**config.mk**
```make
export PLATFORM = sky130hd
export DESIGN_NAME = dispense_sequencer
export DESIGN_NICKNAME = d
export VERILOG_FILES = /design/src/rtl/vending_pkg.sv /design/src/rtl/dispense_fifo.sv /design/src/rtl/dispense_sequencer.sv
export SDC_FILE = /design/constraint.sdc
export NUM_CORES = 1
export LEC_CHECK = 0
export CAP_MARGIN = 0
export CORE_AREA = 3 3 72 74
export DETAILED_ROUTE_END_ITERATION = 10
export DIE_AREA = 0 0 75 77
export PLACE_DENSITY = 0.69
export SYNTH_ARGS = -nofsm -noshare
export SYNTH_HDL_FRONTEND = slang
export SYNTH_SLANG_ARGS = --single-unit
```
**constraint.sdc**
```tcl
create_clock -name clk -period 3.37 [get_ports clk]
set_input_delay 0.674 -clock clk [delete_from_list [all_inputs] [get_ports clk]]
set_output_delay 0.674 -clock clk [all_outputs]
set_load 0.005 [all_outputs]
```
**src/rtl/vending_pkg.sv**
```systemverilog
// Shared definitions for the dispense sequencer: FSM states, request entry
// layout and helpers that map an entry onto the action to serve next.
package vending_pkg;

  localparam int ENTRY_W  = 3;
  localparam int P1_BIT   = 0;
  localparam int P2_BIT   = 1;
  localparam int COIN_BIT = 2;
  localparam int PULSE_W  = 4;
  localparam int WAIT_W   = 8;

  typedef enum logic [2:0] {
    IDLE,
    MOTOR1_ON,
    MOTOR2_ON,
    MOTOR_WAIT,
    COIN_ON,
    COIN_WAIT,
    FAULT
  } state_t;

  // Service order is product1, product2, then quarter; IDLE when nothing is left.
  function automatic state_t first_action(input logic [ENTRY_W-1:0] bits);
    state_t s;
    if (bits[P1_BIT])        s = MOTOR1_ON;
    else if (bits[P2_BIT])   s = MOTOR2_ON;
    else if (bits[COIN_BIT]) s = COIN_ON;
    else                     s = IDLE;
    return s;
  endfunction

  function automatic logic [ENTRY_W-1:0] action_mask(input state_t s);
    logic [ENTRY_W-1:0] m;
    m = '0;
    case (s)
      MOTOR1_ON: m[P1_BIT]   = 1'b1;
      MOTOR2_ON: m[P2_BIT]   = 1'b1;
      COIN_ON:   m[COIN_BIT] = 1'b1;
      default:   m = '0;
    endcase
    return m;
  endfunction

endpackage

```
**src/rtl/dispense_fifo.sv**
```systemverilog
// Request queue for the dispense sequencer; a pop frees a slot for a push in
// the same cycle, so a full queue still accepts when it is being drained.
module dispense_fifo #(
  parameter int DEPTH = 4,
  parameter int WIDTH = 3
) (
  input  logic             clk,
  input  logic             reset,
  input  logic             push,
  input  logic             pop,
  input  logic [WIDTH-1:0] wdata,
  output logic [WIDTH-1:0] data,
  output logic             full,
  output logic             empty
);

  localparam int AW = (DEPTH > 1) ? $clog2(DEPTH) : 1;

  logic [WIDTH-1:0] mem [DEPTH];
  logic [AW-1:0]    rd_ptr;
  logic [AW-1:0]    wr_ptr;
  logic [AW:0]      count;
  logic             do_push;
  logic             do_pop;

  assign full    = (count == (AW+1)'(DEPTH));
  assign empty   = (count == '0);
  assign do_pop  = pop && !empty;
  assign do_push = push && (!full || do_pop);
  assign data    = mem[rd_ptr];

  always_ff @(posedge clk) begin
    if (reset) begin
      rd_ptr <= '0;
      wr_ptr <= '0;
      count  <= '0;
    end else begin
      if (do_push) wr_ptr <= (wr_ptr == AW'(DEPTH-1)) ? '0 : wr_ptr + 1'b1;
      if (do_pop)  rd_ptr <= (rd_ptr == AW'(DEPTH-1)) ? '0 : rd_ptr + 1'b1;
      if (do_push && !do_pop)      count <= count + 1'b1;
      else if (!do_push && do_pop) count <= count - 1'b1;
    end
  end

  // Storage needs no reset: emptiness is tracked by the pointers and count.
  always_ff @(posedge clk) begin
    if (do_push) mem[wr_ptr] <= wdata;
  end

endmodule

```
**src/rtl/dispense_sequencer.sv**
```systemverilog
// Serialises vend/coin-return requests onto the actuators: one actuator at a
// time, fixed-length pulses, then a bounded wait for the matching sensor.
module dispense_sequencer
  import vending_pkg::*;
#(
  parameter int PULSE_CYCLES   = 4,
  parameter int TIMEOUT_CYCLES = 255,
  parameter int DEPTH          = 4
) (
  input  logic clk,
  input  logic reset,
  input  logic product1,
  input  logic product2,
  input  logic quarter_out,
  input  logic vend_done,
  input  logic coin_done,
  output logic motor1,
  output logic motor2,
  output logic coin_eject,
  output logic busy,
  output logic queue_full,
  output logic overflow,
  output logic fault
);

  localparam logic [PULSE_W-1:0] PULSE_LOAD = PULSE_W'(PULSE_CYCLES - 1);
  localparam logic [WAIT_W-1:0]  WAIT_LOAD  = WAIT_W'(TIMEOUT_CYCLES);

  state_t               state;
  state_t               state_next;
  state_t               launch_state;
  logic [ENTRY_W-1:0]   work;
  logic [ENTRY_W-1:0]   work_next;
  logic [ENTRY_W-1:0]   launch_bits;
  logic [ENTRY_W-1:0]   req;
  logic [ENTRY_W-1:0]   fifo_data;
  logic [PULSE_W-1:0]   pulse_cnt;
  logic [PULSE_W-1:0]   pulse_next;
  logic [WAIT_W-1:0]    wait_cnt;
  logic [WAIT_W-1:0]    wait_next;
  logic                 push;
  logic                 pop;
  logic                 fifo_full;
  logic                 fifo_empty;
  logic                 sensor;

  assign req    = {quarter_out, product2, product1};
  assign push   = |req;
  assign pop    = (state == IDLE) && !fifo_empty;
  assign sensor = (state == COIN_WAIT) ? coin_done : vend_done;

  dispense_fifo #(
    .DEPTH (DEPTH),
    .WIDTH (ENTRY_W)
  ) u_fifo (
    .clk   (clk),
    .reset (reset),
    .push  (push),
    .pop   (pop),
    .wdata (req),
    .data  (fifo_data),
    .full  (fifo_full),
    .empty (fifo_empty)
  );

  always_ff @(posedge clk) begin
    if (reset) begin
      state      <= IDLE;
      work       <= '0;
      pulse_cnt  <= '0;
      wait_cnt   <= '0;
      motor1     <= 1'b0;
      motor2     <= 1'b0;
      coin_eject <= 1'b0;
      overflow   <= 1'b0;
      fault      <= 1'b0;
    end else begin
      state      <= state_next;
      work       <= work_next;
      pulse_cnt  <= pulse_next;
      wait_cnt   <= wait_next;
      motor1     <= (state_next == MOTOR1_ON);
      motor2     <= (state_next == MOTOR2_ON);
      coin_eject <= (state_next == COIN_ON);
      overflow   <= overflow | (push & fifo_full & ~pop);
      fault      <= fault | (state_next == FAULT);
    end
  end

  // A new action launches either from a freshly popped entry or from whatever
  // remains of the working entry once a sensor confirms the previous one.
  always_comb begin
    launch_bits  = (state == IDLE) ? fifo_data : work;
    launch_state = first_action(launch_bits);
    state_next   = state;
    work_next    = work;
    pulse_next   = pulse_cnt;
    wait_next    = wait_cnt;
    case (state)
      IDLE: begin
        if (!fifo_empty) begin
          state_next = launch_state;
          work_next  = launch_bits & ~action_mask(launch_state);
          pulse_next = PULSE_LOAD;
        end
      end
      MOTOR1_ON, MOTOR2_ON, COIN_ON: begin
        if (pulse_cnt == '0) begin
          state_next = (state == COIN_ON) ? COIN_WAIT : MOTOR_WAIT;
          wait_next  = WAIT_LOAD;
        end else begin
          pulse_next = pulse_cnt - 1'b1;
        end
      end
      MOTOR_WAIT, COIN_WAIT: begin
        // A sensor arriving on the last counted cycle still wins over the timeout.
        if (sensor) begin
          state_next = launch_state;
          work_next  = launch_bits & ~action_mask(launch_state);
          pulse_next = PULSE_LOAD;
        end else if (wait_cnt == WAIT_W'(1)) begin
          state_next = FAULT;
          wait_next  = '0;
        end else begin
          wait_next = wait_cnt - 1'b1;
        end
      end
      FAULT:   state_next = FAULT;
      default: state_next = IDLE;
    endcase
  end

  assign busy       = (state != IDLE) || !fifo_empty;
  assign queue_full = fifo_full;

endmodule

```
==> flow_summary.json <==
{
  "status": "complete, no violations",
  "clk_pin_slew_ns": 0.08,
  "io_buffers": 13,
  "synthArstFlopShare_pct": 0,
  "post_cts_buffers": 0,
  "worstPathArrival_ns": 1.91,
  "cts_tree": "yes",
  "required_ns": 2.70,
  "synthSimpleGateAreaFrac_pct": 19.4,
  "fin_setup_tns_ns": 0,
  "place.gp.congestion": 0.767,
  "fin_crit_sh_pct": 76.5,
  "ys_warn_count": 0,
  "synth_edf_count": 12,
  "initial_core_util_pct": 48.2,
  "whs_endpoint": "fault",
  "maxCapViolCount": 0,
  "dpl.cell_count": 271,
  "synthTopCellsByArea": "dfxtp_1, edfxtp_1, ha_1, mux2i_1, nor2_1",
  "final_common_cell": "dfxtp_1",
  "post_cts_resized": 0,
  "path_max_fanout": 17,
  "ant_nets": 0,
  "slew_headroom_pct": 47.6,
  "grt_pass1_vias": 1441,
  "avgSynthCellArea_sq_um": 10.7,
  "grtUsageTotal_pct": 14.5,
  "core_area_sq_mm": 0.00466,
  "area.sequential_sq_mm": 0.00100,
  "critPathKind": "reg -> out",
  "multi_input_comb_area_sq_mm": 0.00112,
  "synth_seq_area_share_pct": 44.5,
  "min_path_cells": 2,
  "grt_start_max_net_pins": 18,
  "startpoint_type": "register",
  "power_mw": 2.50,
  "endpoint_kind": "primary output",
  "utilization_pct": 52.8,
  "irDropWorstVdd_uv": 514,
  "r2r-start": "state[2]",
  "clk_latency_ns": 0.29,
  "drt_iter0_drc": 80,
  "h-tree-depth": 2,
  "firstDrtPassIters": 4,
  "ys_types": 55,
  "rows": 25,
  "netlist_area_sq_mm": 0.00225,
  "layout_common_cells": "dfxtp_1, nor2_1, clkdlybuf4s50_1",
  "drc": 0,
  "dieArea_sq_mm": 0.00578,
  "timing.rr.end": "u_fifo.count[2]",
  "cts.sinks": 44,
  "die_x_um": 75,
  "drive_gt1_share_pct": 11.6,
  "ys.flop_type": "dfxtp_1",
  "static-leakage-power_nw": 0.926,
  "p_per_area_mw_per_mm2": 1010,
  "cts_made_buffers": 5,
  "grt_overflow_total": 0,
  "yosys.area.top_type": "dfxtp_1",
  "synth-xor-area-share_pct": 2.34,
  "hold_buffers": 0,
  "antenna_cells": 0,
  "synth_top_area_share_pct": 28.5,
  "finClkSkew_ns": 0.00627,
  "synth-seq-cells": 44,
  "hp-start": "fault",
  "grt_pass1_wl_um": 6510,
  "nFillCells": 416,
  "wl_per_cell_um": 13.5,
  "syn-instance-count": 211,
  "vias": 1562,
  "worstHoldPathType": "reg -> reg",
  "max_freq_mhz": 388,
  "rr_worst_depth": 9,
  "clockRootBuffer": "clkbuf_8",
  "rsz0062_at_grt": "no",
  "antenna_found_initial": 0,
  "synth_mux_area_share_pct": 7.91,
  "final_cells": 279,
  "setup_viol": 0,
  "synth_nets": 228,
  "drt-total-wl_um": 3760,
  "synthAdderAreaFrac_pct": 5.90,
  "r2r_slack_ns": 0.80,
  "die_h_um": 77,
  "synth_compound_area_share_pct": 14.3,
  "vias_per_cell": 5.60,
  "hold_violations": 0,
  "cts.path.max_buffers": 2,
  "hpwl_um": 2810,
  "synth_top_family_by_area": "simple AND/OR/NAND/NOR gates",
  "ioPinCount": 14,
  "post-route-min-period_ns": 2.58,
  "nets": 241,
  "syn_to_final_growth_pct": 9.52,
  "slew_viol_final": 0,
  "tightestPinTransition_ns": 0.776
}
==> metal layers <==
metal	global-route usage, %	wire [um]
met1	18.8	1770
met5	0	0
met3	3.54	140
met2	22.6	1790
met4	6.41	67
==> worst max-delay path by stage <==
stage	from	end	slack, ns	depth (start not counted)
2_1_floorplan	state[2]	u_fifo.count[2]	0.89	11
3_3_place_gp	product1	u_fifo.count[2]	0.55	9
3_5_place_dp	product1	u_fifo.count[2]	0.51	9
4_1_cts	state[2]	busy	0.76	3
5_1_grt	state[2]	u_fifo.count[2]	0.61	9
6_report	state[2]	busy	0.79	3
==> report_power, final <==
| group | internal, mW | total (mW) | switching [mW] |
|---|---|---|---|
| combinational | 0.631 | 1.29 | 0.662 |
| sequential | 0.717 | 0.885 | 0.168 |
| clock | 0.144 | 0.319 | 0.175 |
==> sequential cells by signal, indices dropped and copies added, names as in the netlist, named ones only <==
register,flops
u_fifo.mem,12
wait_cnt,8
pulse_cnt,4
state,3
u_fifo.count,3
work,3
u_fifo.rd_ptr,2
u_fifo.wr_ptr,2
coin_eject,1
fault,1
motor1,1
motor2,1
overflow,1
==> metrics by stage <==
stage	instance area, sq um	hold WS [ns]	worst slack (ns)
2_1_floorplan	2250	0.455	0.890
6_report	2460	0.480	0.790
3_5_place_dp	2370	0.473	0.509
4_1_cts	2460	0.485	0.758
3_3_place_gp	2370	0.466	0.551
5_1_grt	2460	0.504	0.612
==> kinds of logic after synthesis <==
group / Yosys count
AOI/OAI and AO/OA: 44
adders and majority gates: 10
muxes: 13
DFF: 44
and+or+nand+nor: 75
buffers and inverters: 19
xor gates and xnor gates: 6
==> Yosys cell counts (5+ instances only) <==
cell / n
edfxtp_1: 12
nor2_1: 21
o21ai_0: 7
dfxtp_1: 32
a21oi_1: 10
inv_1: 9
nor3b_1: 5
mux2i_1: 8
xor2_1: 5
ha_1: 9
and2_1: 5
nor3_1: 9
nand2_1: 9
==> area by class of cell <==
type	instances	share of cell area [%]
multi-input combinational	148	45.4
tap	54	2.75
clock buffer	5	2.80
inverter	9	1.37
sequential	44	40.7
clock inverter	3	0.763
timing repair buffer	16	6.20
==> critical path, cell delays in order, from the launching register on <==
cell             delay [ns]
dfxtp_1                0.49
nor3_2                 0.55
nand2_1                0.11
clkdlybuf4s50_1        0.46
Note: power is estimated with default switching activity, not from simulation.
